===== config.mk =====
export PLATFORM = sky130hd
export DESIGN_NAME = result_queue_flat
export DESIGN_NICKNAME = d
export VERILOG_FILES = /design/src/rtl/result_queue_pkg.sv /design/src/rtl/result_queue_if.sv /design/src/rtl/result_fifo.sv /design/src/rtl/result_queue.sv /design/src/flat_wrapper.sv
export SDC_FILE = /design/constraint.sdc
export NUM_CORES = 1
export LEC_CHECK = 0
export ABC_AREA = 1
export CORE_AREA = 2 2 321 323
export CTS_CLUSTER_SIZE = 20
export DETAILED_ROUTE_END_ITERATION = 10
export DIE_AREA = 0 0 323 325
export GPL_TIMING_DRIVEN = 0
export HOLD_SLACK_MARGIN = 0.1
export PLACE_DENSITY = 0.76
export SLEW_MARGIN = 40
export SYNTH_ARGS = -nofsm -noshare
export SYNTH_HDL_FRONTEND = slang
export SYNTH_HIERARCHICAL = 1
export SYNTH_SLANG_ARGS = --single-unit

===== constraint.sdc =====
create_clock -name clk -period 10.52 [get_ports clk]
set_input_delay 1.578 -clock clk [delete_from_list [all_inputs] [get_ports clk]]
set_output_delay 1.578 -clock clk [all_outputs]
set_load 0.02 [all_outputs]

===== src/rtl/result_queue_pkg.sv =====
// Shared definitions for the share result queue and the receiver-side parser:
// separator byte, default trailer tag, message field offsets, and helpers.
package result_queue_pkg;

  localparam logic [7:0]  SEP_BYTE    = 8'haa;
  localparam logic [63:0] DEFAULT_TAG = 64'hdead432987beefaa;

  localparam int HASH_LSB  = 0;
  localparam int SEP0_LSB  = 256;
  localparam int NONCE_LSB = 264;
  localparam int SEP1_LSB  = 296;
  localparam int PAD_LSB   = 304;
  localparam int TAG_LSB   = 448;
  localparam int MSG_W     = 512;

  typedef struct packed {
    logic [255:0] hash;
    logic [31:0]  nonce;
  } share_t;

  // True when the top zero_bits bits of the hash are all zero.
  function automatic logic hash_is_share(input logic [255:0] h, input int zero_bits);
    logic [255:0] ones;
    logic [255:0] mask;
    ones = '1;
    mask = ~(ones >> zero_bits);
    return ((h & mask) == '0);
  endfunction

  // Builds the transmit message; bits between the second separator and the tag stay zero.
  function automatic logic [MSG_W-1:0] format_msg(input logic [255:0] h, input logic [31:0] n,
                                                  input logic [63:0] tag);
    logic [MSG_W-1:0] m;
    m = '0;
    m[HASH_LSB  +: 256] = h;
    m[SEP0_LSB  +: 8]   = SEP_BYTE;
    m[NONCE_LSB +: 32]  = n;
    m[SEP1_LSB  +: 8]   = SEP_BYTE;
    m[TAG_LSB   +: 64]  = tag;
    return m;
  endfunction

endpackage


===== src/rtl/result_queue_if.sv =====
// Finisher-side hash/nonce input and transmitter-side message handshake.
interface result_queue_if;
  logic [255:0] hash;
  logic [31:0]  nonce;
  logic         in_valid;
  logic [511:0] tx_data;
  logic         tx_valid;
  logic         tx_ready;

  modport master (output hash, nonce, in_valid, tx_ready, input tx_data, tx_valid);
  modport slave  (input hash, nonce, in_valid, tx_ready, output tx_data, tx_valid);
endinterface


===== src/rtl/result_fifo.sv =====
// Storage and wrapping read/write pointers for queued shares. Occupancy is
// tracked by the caller, which only pushes when there is room.
module result_fifo
  import result_queue_pkg::*;
#(
  parameter int DEPTH = 4
) (
  input  logic   clk,
  input  logic   rst_n,
  input  logic   push,
  input  logic   pop,
  input  share_t wr_entry,
  output share_t rd_entry
);
  localparam int AW = (DEPTH > 1) ? $clog2(DEPTH) : 1;

  share_t         mem [DEPTH];
  logic [AW-1:0]  wr_ptr;
  logic [AW-1:0]  rd_ptr;

  // Storage is not reset; stale entries are unreachable once pointers clear.
  always_ff @(posedge clk) begin
    if (push) mem[wr_ptr] <= wr_entry;
  end

  // Pointers wrap naturally since DEPTH is a power of two.
  always_ff @(posedge clk or negedge rst_n) begin
    if (!rst_n) begin
      wr_ptr <= '0;
      rd_ptr <= '0;
    end else begin
      if (push) wr_ptr <= wr_ptr + 1'b1;
      if (pop)  rd_ptr <= rd_ptr + 1'b1;
    end
  end

  assign rd_entry = mem[rd_ptr];

endmodule


===== src/rtl/result_queue.sv =====
// Share result queue: filters hash/nonce pairs for shares, buffers them in a
// small FIFO and presents the head as a formatted message to the transmitter.
// Optional build macro RESULT_QUEUE_DUP_FILTER_EN drops a share whose nonce
// repeats the most recently accepted one (not counted as an overflow drop).
module result_queue
  import result_queue_pkg::*;
#(
  parameter int          DEPTH     = 4,
  parameter int          ZERO_BITS = 32,
  parameter logic [63:0] TAG       = DEFAULT_TAG
) (
  input  logic                   clk,
  input  logic                   rst_n,
  result_queue_if.slave          bus,
  output logic [$clog2(DEPTH):0] count,
  output logic [15:0]            drop_count
);
  localparam int              CW         = $clog2(DEPTH) + 1;
  localparam logic [CW-1:0]   FULL_COUNT = CW'(DEPTH);

  logic   tx_valid_q;
  logic   share;
  logic   full;
  logic   pop;
  logic   push;
  logic   drop;
  share_t wr_entry;
  share_t rd_entry;

`ifdef RESULT_QUEUE_DUP_FILTER_EN
  logic [31:0] last_nonce;
  logic        last_valid;

  assign share = bus.in_valid && hash_is_share(bus.hash, ZERO_BITS)
                 && !(last_valid && (bus.nonce == last_nonce));

  // Remember the nonce of the last share actually queued.
  always_ff @(posedge clk or negedge rst_n) begin
    if (!rst_n) begin
      last_nonce <= '0;
      last_valid <= 1'b0;
    end else if (push) begin
      last_nonce <= bus.nonce;
      last_valid <= 1'b1;
    end
  end
`else
  assign share = bus.in_valid && hash_is_share(bus.hash, ZERO_BITS);
`endif

  assign full = (count == FULL_COUNT);
  assign pop  = tx_valid_q && bus.tx_ready;
  // A pop in the same cycle frees the slot for a share arriving while full.
  assign push = share && (!full || pop);
  assign drop = share && full && !pop;

  // Occupancy and registered tx_valid move together so tx_valid == (count != 0).
  always_ff @(posedge clk or negedge rst_n) begin
    if (!rst_n) begin
      count      <= '0;
      tx_valid_q <= 1'b0;
    end else begin
      unique case ({push, pop})
        2'b10: begin
          count      <= count + CW'(1);
          tx_valid_q <= 1'b1;
        end
        2'b01: begin
          count      <= count - CW'(1);
          tx_valid_q <= (count != CW'(1));
        end
        default: begin
        end
      endcase
    end
  end

  // Overflow drop counter, saturating.
  always_ff @(posedge clk or negedge rst_n) begin
    if (!rst_n)                              drop_count <= '0;
    else if (drop && (drop_count != 16'hffff)) drop_count <= drop_count + 16'd1;
  end

  assign wr_entry.hash  = bus.hash;
  assign wr_entry.nonce = bus.nonce;

  result_fifo #(.DEPTH(DEPTH)) u_fifo (
    .clk      (clk),
    .rst_n    (rst_n),
    .push     (push),
    .pop      (pop),
    .wr_entry (wr_entry),
    .rd_entry (rd_entry)
  );

  assign bus.tx_data  = format_msg(rd_entry.hash, rd_entry.nonce, TAG);
  assign bus.tx_valid = tx_valid_q;

endmodule


===== src/flat_wrapper.sv =====
// flat-port wrapper written by rule: the top's interface ports become plain ports
module result_queue_flat import result_queue_pkg::*;
#(
  parameter int          DEPTH     = 4,
  parameter int          ZERO_BITS = 32,
  parameter logic [63:0] TAG       = DEFAULT_TAG
)
  (clk, rst_n, count, drop_count, bus_hash, bus_nonce, bus_in_valid, bus_tx_ready, bus_tx_data, bus_tx_valid);
  result_queue_if bus_i ();
  input  logic clk;
  input  logic rst_n;
  output logic [$clog2(DEPTH):0] count;
  output logic [15:0] drop_count;
  input wire logic [$bits(bus_i.hash)-1:0] bus_hash;
  input wire logic [$bits(bus_i.nonce)-1:0] bus_nonce;
  input wire logic [$bits(bus_i.in_valid)-1:0] bus_in_valid;
  input wire logic [$bits(bus_i.tx_ready)-1:0] bus_tx_ready;
  output wire logic [$bits(bus_i.tx_data)-1:0] bus_tx_data;
  output wire logic [$bits(bus_i.tx_valid)-1:0] bus_tx_valid;
  assign bus_i.hash = bus_hash;
  assign bus_i.nonce = bus_nonce;
  assign bus_i.in_valid = bus_in_valid;
  assign bus_i.tx_ready = bus_tx_ready;
  assign bus_tx_data = bus_i.tx_data;
  assign bus_tx_valid = bus_i.tx_valid;
  result_queue #(.DEPTH(DEPTH), .ZERO_BITS(ZERO_BITS), .TAG(TAG)) u_core (.clk(clk), .rst_n(rst_n), .bus(bus_i), .count(count), .drop_count(drop_count));
endmodule

Word-level counts from Yosys, hierarchy flattened. Memories as Yosys holds them, arrays and structs flattened. Index checks and enable logic that the tools add are counted.

Register bits after elaboration: 24. Word-level logic and storage cells: 31. Output and inout bits: 532. RAM bits: 1152. Memories kept: 1. Input port bits: 292.

Memories: u_core.u_fifo.mem (depth 4, bits a word 288, rd ports 1, clocked after memory_dff 0, wr ports 1, RTL line result_fifo.sv:17) `share_t mem [DEPTH];`.

Eq/ne operators: 5. Reductions and logical operators: 11. Add/subtract/negate cells: 5. Muxes and demuxes: 4.

Operators by type and width (count): 256-bit zero test (1); 16-bit by 1-bit adder with 16-bit output, second input constant (1); 16-bit inequality test, second input constant (1); 1-bit logical AND (6); 3-bit one-hot mux with 2 select lines (1); 2-bit by 1-bit adder with 2-bit output, second input constant (2); 3-bit by 1-bit adder with 3-bit output, second input constant (1); 3-bit == test, second input constant (1); 3-bit by 1-bit inequality test with 1-bit output, second input constant (1); 3-bit by 1-bit subtractor with 3-bit output, second input constant (1); 2-bit by 1-bit == test with 1-bit output, second input constant (1); 2-bit == test, second input constant (1); 1-bit zero test (2); 1-bit 2-to-1 mux (2); 1-bit one-hot mux with 2 select lines (1); 2-bit nonzero test (1); 1-bit logical OR (1).

Depth between registers and ports, before layout. Gate-level depths: netlist (run 1).

Depth in word-level cells: 6. Depth in mapped cells: 13. Depth with buffers taken out: 12.

Cells and area by module. Netlist (run 1), hierarchy kept.

Modules (own cells, without submodules): result_fifo (instances 1, sequential area each 34693.3 um^2, area each 48298.8 um^2, cells an instance 4537); result_queue (instances 1, sequential area each 500.5 um^2, area each 3071.7 um^2, cells an instance 418).

Worst setup path after synthesis (run 1). No wires, ideal clock.

Path type: input-to-reg. Start: in bus_hash[225]. End: mem u_core/u_fifo/mem[0][0] (netlist bit), enable pin. Setup slack: 1.597 ns. Arrival time: 8.284 ns. Data required time: 9.881 ns. Stages: 10. Buffers on the path: 2. Library setup time: 0.639 ns. Path through: or2_0 -> nor2_1 -> nand3_2 -> nor2_8 -> buf_6 -> nand2_1 -> inv_1 -> clkbuf_1 -> nand2_1 -> inv_1.

Word-level cells in the longest chain between the ends: 5.

RTL lines: start: declaration (RTL line flat_wrapper.sv:14) `input wire logic [$bits(bus_i.hash)-1:0] bus_hash;`; 256-bit zero test (RTL line result_queue_pkg.sv:27) `return ((h & mask) == '0);`; 1-bit logical AND (RTL line result_queue.sv:48) `assign share = bus.in_valid && hash_is_share(bus.hash, ZERO_BITS);`; 1-bit logical AND (RTL line result_queue.sv:54) `assign push = share && (!full || pop);`; via u_core.push (RTL line result_queue.sv:25) `logic push;`; 1-bit 2-to-1 mux (RTL line result_fifo.sv:23) `if (push) mem[wr_ptr] <= wr_entry;`; 1-bit 2-to-1 mux (not written as such) (RTL line result_fifo.sv:23); end: declaration (RTL line result_fifo.sv:17).

The timed path passes the listed nets, and every way through them passes these cells.

Worst setup path in the final report (run 1).
Start: reg u_core.u_fifo.rd_ptr[0]. End: out bus_tx_data[218].

Word-level cells in the longest chain between the ends: 1.

RTL lines: start: declaration (RTL line result_fifo.sv:19) `logic [AW-1:0] rd_ptr;`; start signal: assignment (RTL line result_fifo.sv:33) `if (pop) rd_ptr <= rd_ptr + 1'b1;`; memory 4 x 288 bit; end: declaration (RTL line flat_wrapper.sv:18) `output wire logic [$bits(bus_i.tx_data)-1:0] bus_tx_data;`.

No other way between the ends.

==> results.toml, run 1 <==
[outcome]
status = "finished, final reports clean"

[sta]
post-route-worst-setup-slack_ns = 5.471
fmax_ghz = 0.1981
maxSlewHeadroom = 0.4383
min_period_ns = 5.049
rsz0062_at_grt = "false"
clock_skew_ns = 0.02927
finalSetupTns_ns = 0
slew_viol_final = 0
finalCritPeriodShare = 0.4799
setup_viol = 0
hold_viol_final = 0
worstMarginPinSlew_ns = 0.8425

[die]
std_cell_rows = 117
dieArea_um2 = 105000
start_util = 0.5071
die_x_um = 323
die_y_um = 325
num_io_pins = 824
coreArea_um2 = 101300

[global_routing]
grt_pass1_vias = 34480
antenna_found_initial = 43
grt_pass1_wl_um = 199300
grt-ovfl-total = 0
met3_usage = 0.05846
gr-usage-all-layers = 0.2505
grt_max_degree = 67
grt_most_used_layer = "met2"
grt_use_met1 = 0.2904
grt_use_met2 = 0.4331

[route]
vias = 35500
drtIter0Drc = 2993
wl_per_cell_um = 18.13
routed_wl_um = 134100
drc = 0
viasPerCell = 4.798
ant_nets = 0
drt_pass1_iterations = 5

[pwr]
p_int_w = 0.008727
switchingPower_w = 0.004293
seq_power_share = 0.396
ir_worst_vdd_uv = 172.7
comb_power_share = 0.309
swShare = 0.3297
leakage_nw = 28.80
p_clk_frac = 0.296
p_per_area_nw_per_um2 = 203.5

[cells_and_area]
final_cells = 7398
fin_area_um2 = 63970
areaGrowthSynthToFinish_pct = 24.53
final_common_cell = "nand2_1"
layout-drive-gt1-share = 0.08611
most-common-layout-cells = "nand2_1, inv_1, edfxtp_1, clkdlybuf4s50_1, nand3_1"
fin_nets = 6212
fillCellCount = 7679

[cts]
clock_path_buffers = 3
cts.clk_slew.worst_paths_ns = 0.06
cts_tree = "done"
ctsResizeCount = 0
cts_setup_buffers = 0
htreeDepth = 3
clk_latency_ns = 0.69
postCtsHoldBufs = 0
root_buffer = "clkbuf_16"
cts.sinks = 1176
cts_made_buffers = 115

[logic_synthesis]
synth-seq-area-share = 0.6851
ys.warnings.count = 6
avgSynthCellArea_um2 = 10.37
netlist_area_um2 = 51370
synth_cell_types = 29
syn-instance-count = 4955
synth.ff_latch_count = 1176

[critical_path]
cp.required_ns = 8.94
critPathMaxFanout = 10
critPathKind = "reg2out"
start_kind = "register"
end_kind = "output pin"
critPathArrivalTime_ns = 3.47

[placement]
dp_hpwl_um = 90140
place_area_um2 = 60400
routabilityCongestion = 0.8227
place_inst = 7161
place_ws_ns = 4.822
io_buffers = 599

[worst_hold_path]
hold_class = "reg2reg"

[run]
maxCapViolations = 0
[sequential cells by signal, indices dropped and copies added (netlist names)]
| name | flops |
|---|---|
| u_core/bus.tx_valid | 1 |
| u_core/count | 3 |
| u_core/drop_count | 16 |
| u_core/u_fifo/mem | 1152 |
| u_core/u_fifo/rd_ptr | 2 |
| u_core/u_fifo/wr_ptr | 2 |
[per-stage QoR]
step | hold WS (ns) | total power (W) | util
floorplan | 0.4936 | 0.007361 | -
global placement | 0.5066 | 0.009191 | 0.5914
detailed placement | 0.5184 | 0.009245 | 0.5963
CTS | 0.5304 | 0.01308 | 0.6308
global route | 0.5601 | 0.01354 | 0.6315
finish | 0.5286 | 0.01302 | 0.6315
[power by group through the flow]
stage                     combinational, W  clock [W]  sequential (W)
after detailed placement           0.00399          0         0.00525
final                              0.00402    0.00385         0.00515
after CTS                          0.00403    0.00391         0.00515
after global routing               0.00429    0.00409         0.00515
after global placement             0.00394          0         0.00525
after floorplan                    0.00210          0         0.00526
[cell usage after synthesis]
library cell / instances / share of area
nand2_1: 1498 / 0.11
inv_1: 1185 / 0.087
edfxtp_1: 1152 / 0.67
nand3_1: 588 / 0.057
buf_4: 227 / 0.033
buf_2: 105 / 0.010
clkbuf_1: 73 / 0.0053
nor2_1: 33 / 0.0024
dfrtp_1: 24 / 0.012
nand4_1: 12 / 0.0015
buf_1: 10 / 0.00073
ha_1: 10 / 0.0024
nor3_1: 4 / 0.00039
o21ai_1: 4 / 0.00039
xor2_1: 4 / 0.00068
buf_6: 3 / 0.00066
nand3_2: 3 / 0.00058
nor2_2: 3 / 0.00037
o21ai_0: 3 / 0.00029
xnor2_1: 3 / 0.00051
conb_1: 2 / 0.00015
inv_2: 2 / 0.00015
a31oi_1: 1 / 0.00012
buf_8: 1 / 0.00029
nand2_4: 1 / 0.00022
nand3_4: 1 / 0.00034
nand3b_1: 1 / 0.00015
nor2_8: 1 / 0.00039
or2_0: 1 / 0.00012
[metal layers]
layer  share of wire  routed length [um]
met5          0.0013                 173
met4           0.046                6124
met3           0.087               11710
met2            0.51               68010
met1            0.36               48080
[critical path: stages (launching register included)]
cell and delay (ns):
dfrtp_1 0.41, inv_2 0.33, buf_2 0.45, buf_1 0.64, nand2_1 0.10, nand3_1 0.10, nand2_1 0.06, clkdlybuf4s50_1 0.67
[path summary, 6_finish.rpt]
| check | to | cells after the start | slack (ns) | startpoint |
|---|---|---|---|---|
| setup / recovery | bus_tx_data[218] | 7 | 5.47 | u_core/u_fifo/rd_ptr[0] |
| hold / removal | u_core/u_fifo/wr_ptr[0] | 1 | 0.53 | u_core/u_fifo/wr_ptr[0] |
| hold reg to reg | u_core/u_fifo/wr_ptr[0] | 1 | 0.53 | u_core/u_fifo/wr_ptr[0] |
| min in group asynchronous | u_core/drop_count[2] | 1 | 0.88 | rst_n |
| max in group asynchronous | u_core/u_fifo/rd_ptr[1] | 1 | 9.25 | rst_n |
| setup reg to reg | u_core/u_fifo/mem[1][142] | 11 | 7.14 | u_core/count[0] |
[kinds of logic after synthesis]
| family | after synthesis | share of synthesized area |
|---|---|---|
| DFF | 1176 | 0.6851 |
| other | 2 | 0.0001462 |
| AOI/OAI and AO/OA | 8 | 0.0008038 |
| and+or+nand+nor | 2146 | 0.1732 |
| adders and majority gates | 10 | 0.002436 |
| buffers and inverters | 1606 | 0.1372 |
| xor gates and xnor gates | 7 | 0.001193 |
[cell type report]
cell class | instances | area [um2] | area share
clock buffers | 144 | 3029 | 0.04735
multi-input cells | 2395 | 9965 | 0.1558
diodes | 26 | 65.06 | 0.001017
well taps | 1368 | 1712 | 0.02676
flip-flops and latches | 1176 | 35190 | 0.5502
clock inverters | 67 | 471.7 | 0.007374
inverters | 1187 | 4486 | 0.07012
plain buffers | 419 | 2590 | 0.04049
repair buffers | 616 | 6459 | 0.1010
(Power assumes the default switching activity.)
==> run 2: changes to the inputs <==
--- a/config.mk
+++ b/config.mk
@@ -6,13 +6,14 @@
 export NUM_CORES = 1
 export LEC_CHECK = 0
 export ABC_AREA = 1
-export CORE_AREA = 2 2 321 323
+export CORE_ASPECT_RATIO = 1.25
+export CORE_MARGIN = 2
+export CORE_UTILIZATION = 49
 export CTS_CLUSTER_SIZE = 20
 export DETAILED_ROUTE_END_ITERATION = 10
-export DIE_AREA = 0 0 323 325
 export GPL_TIMING_DRIVEN = 0
 export HOLD_SLACK_MARGIN = 0.1
-export PLACE_DENSITY = 0.76
+export PLACE_DENSITY = 0.77
 export SLEW_MARGIN = 40
 export SYNTH_ARGS = -nofsm -noshare
 export SYNTH_HDL_FRONTEND = slang
==> constraint.sdc (replaced) <==
create_clock -name clk -period 4.18 [get_ports clk]
set_input_delay 0.627 -clock clk [delete_from_list [all_inputs] [get_ports clk]]
set_output_delay 0.627 -clock clk [all_outputs]
set_load 0.02 [all_outputs]
==> results.toml, run 2 (synthesis gave the netlist of run 1 again) <==
[outcome]
status = "finished, final reports clean"

[cells_and_area]
regMostFlops = "u_core/u_fifo/mem"
most-common-layout-cells = "nand2_1, inv_1, edfxtp_1, clkdlybuf4s50_1, nand3_1"
final_common_cell = "nand2_1"
fillCellCount = 7634
layout-drive-gt1-share = 0.09580
areaGrowthSynthToFinish_pct = 26.87
largest_register_ffs = 1152
fin_nets = 6256
reg_top3 = "u_core/u_fifo/mem x1152, u_core/drop_count x16, u_core/count x3"

[sta]
clock_skew_ns = 0.02748
slew_viol_final = 0
post-route-worst-setup-slack_ns = 0.1904
finalCritPeriodShare = 0.9544
maxSlewHeadroom = 0.4642
min_period_ns = 3.990
fmax_ghz = 0.2507
hold_viol_final = 0
rsz0062_at_grt = "false"
worstMarginPinSlew_ns = 0.8037
setup_viol = 0

[route]
drtIter0Drc = 2944
drc = 0
drt_pass1_iterations = 8
viasPerCell = 4.857
routed_wl_um = 139400
ant_nets = 0
vias = 36010
wl_per_cell_um = 18.80

[cts]
cts_made_buffers = 110
cts.clk_slew.worst_paths_ns = 0.06
root_buffer = "clkbuf_16"
clk_latency_ns = 0.71
cts_tree = "done"
clock_path_buffers = 3
htreeDepth = 3
cts_setup_buffers = 0
cts.sinks = 1176

[critical_path]
cp_cell_sequence = "buf_4 > buf_2 > clkbuf_1 > nand3_1 > nand2_1 > clkdlybuf4s50_1"
path_delay_family = "buffers and inverters"
reg2regPathDepth = 13
slowest_delay_ns = 0.65
start_kind = "register"
end_kind = "output pin"
crit_buf_inv = 4
critPathKind = "reg2out"
rr_endpoint = "u_core/u_fifo/mem[1][96]"
r2r_start = "u_core/count[0]"
slowest_stage = "clkdlybuf4s50_1"
cp.required_ns = 3.55
critPathArrivalTime_ns = 3.36
critPathMaxFanout = 10
r2r_slack_ns = 1.17

[run]
maxCapViolations = 0

[placement]
dp_hpwl_um = 98070
io_buffers = 599
routabilityCongestion = 0.8639
place_ws_ns = -0.02444

[global_routing]
met3_usage = 0.05442
grt_max_degree = 25
grt_pass1_vias = 35100
grt_use_met1 = 0.2857
grt-ovfl-total = 0
grt_pass1_wl_um = 204600
grt_most_used_layer = "met2"
gr-usage-all-layers = 0.2531
antenna_found_initial = 48
grt_use_met2 = 0.4375

[die]
die_x_um = 293.6
die_y_um = 366.0
dieArea_um2 = 107500
coreArea_um2 = 103700
num_io_pins = 824
start_util = 0.4953
std_cell_rows = 132

[pwr]
p_total_w = 0.03306
p_per_area_nw_per_um2 = 507.3
leakage_nw = 29.31
ir_worst_vdd_uv = 469.2

[worst_hold_path]
hold_class = "in2async"
## run 2: cell types whose count changed in the layout (fill, tap and decap cells not counted), moves of 5 or more
| cell | previous run | this run |
|---|---|---|
| buf_12 | 0 | 24 |
| buf_16 | 17 | 39 |
| clkinv_1 | 36 | 27 |
| clkbuf_1 | 100 | 94 |
| clkbuf_16 | 117 | 111 |
| bufinv_16 | 6 | 11 |
| nand2_1 | 1498 | 1493 |
| nand2_4 | 1 | 6 |
## run 2: worst max-delay path by stage
stage | startpoint | end | cells past startpoint
after floorplan | bus_hash[225] | u_core/u_fifo/mem[0][0] | 10
after global placement | bus_hash[251] | u_core/u_fifo/mem[1][152] | 12
after detailed placement | bus_hash[227] | u_core/u_fifo/mem[1][161] | 17
after CTS | u_core/u_fifo/rd_ptr[1] | bus_tx_data[144] | 6
after global routing | u_core/u_fifo/rd_ptr[0] | bus_tx_data[158] | 7
final | u_core/u_fifo/rd_ptr[1] | bus_tx_data[175] | 6
## run 2: area by class of cell
cell class	count	area, um2	area share
clock inverter	63	653.1	0.01002
sequential	1176	35190	0.5400
multi-input combinational	2395	10010	0.1535
tap	1340	1677	0.02573
antenna	30	75.07	0.001152
clock buffer	139	2903	0.04454
buffer	419	2610	0.04005
inverter	1187	4471	0.06859
timing repair buffer	665	7585	0.1164
## run 2: through the flow
stage / instances / hold slack, ns / TNS (ns) / utilization / cell area [um2]
5_1_grt: 7412 / 0.4848 / 0 / 0.6283 / 65170
4_1_cts: 7384 / 0.4269 / 0 / 0.6276 / 65100
3_3_place_gp: 7116 / 0.5068 / -7282.32 / 0.5779 / 59940
6_report: 7414 / 0.4663 / 0 / 0.6284 / 65170
2_1_floorplan: 5177 / 0.3314 / -2156.82 / - / 52270
3_5_place_dp: 7181 / 0.5126 / -0.3534 / 0.5932 / 61520
## run 2: power by group
part / switching (W) / internal [W]
Combinational: 0.00673 / 0.00355
Clock: 0.00422 / 0.00560
Sequential: 0.0000195 / 0.0129
Total: 0.0110 / 0.0221
## run 2: repair_timing
| action | in CTS | in global routing |
|---|---|---|
| resized for setup | 4 | 4 |
| hold buffers | 1 | 0 |
| pin swaps | 0 | 0 |
| endpoints found under the hold margin | 24 | 0 |
| endpoints found under the setup margin | 13 | 1 |
## run 2: layer usage
metal	part of all wire	routed length, um
met1	0.35	48880
met4	0.057	7967
met2	0.50	70090
met5	0.0013	180
met3	0.088	12270
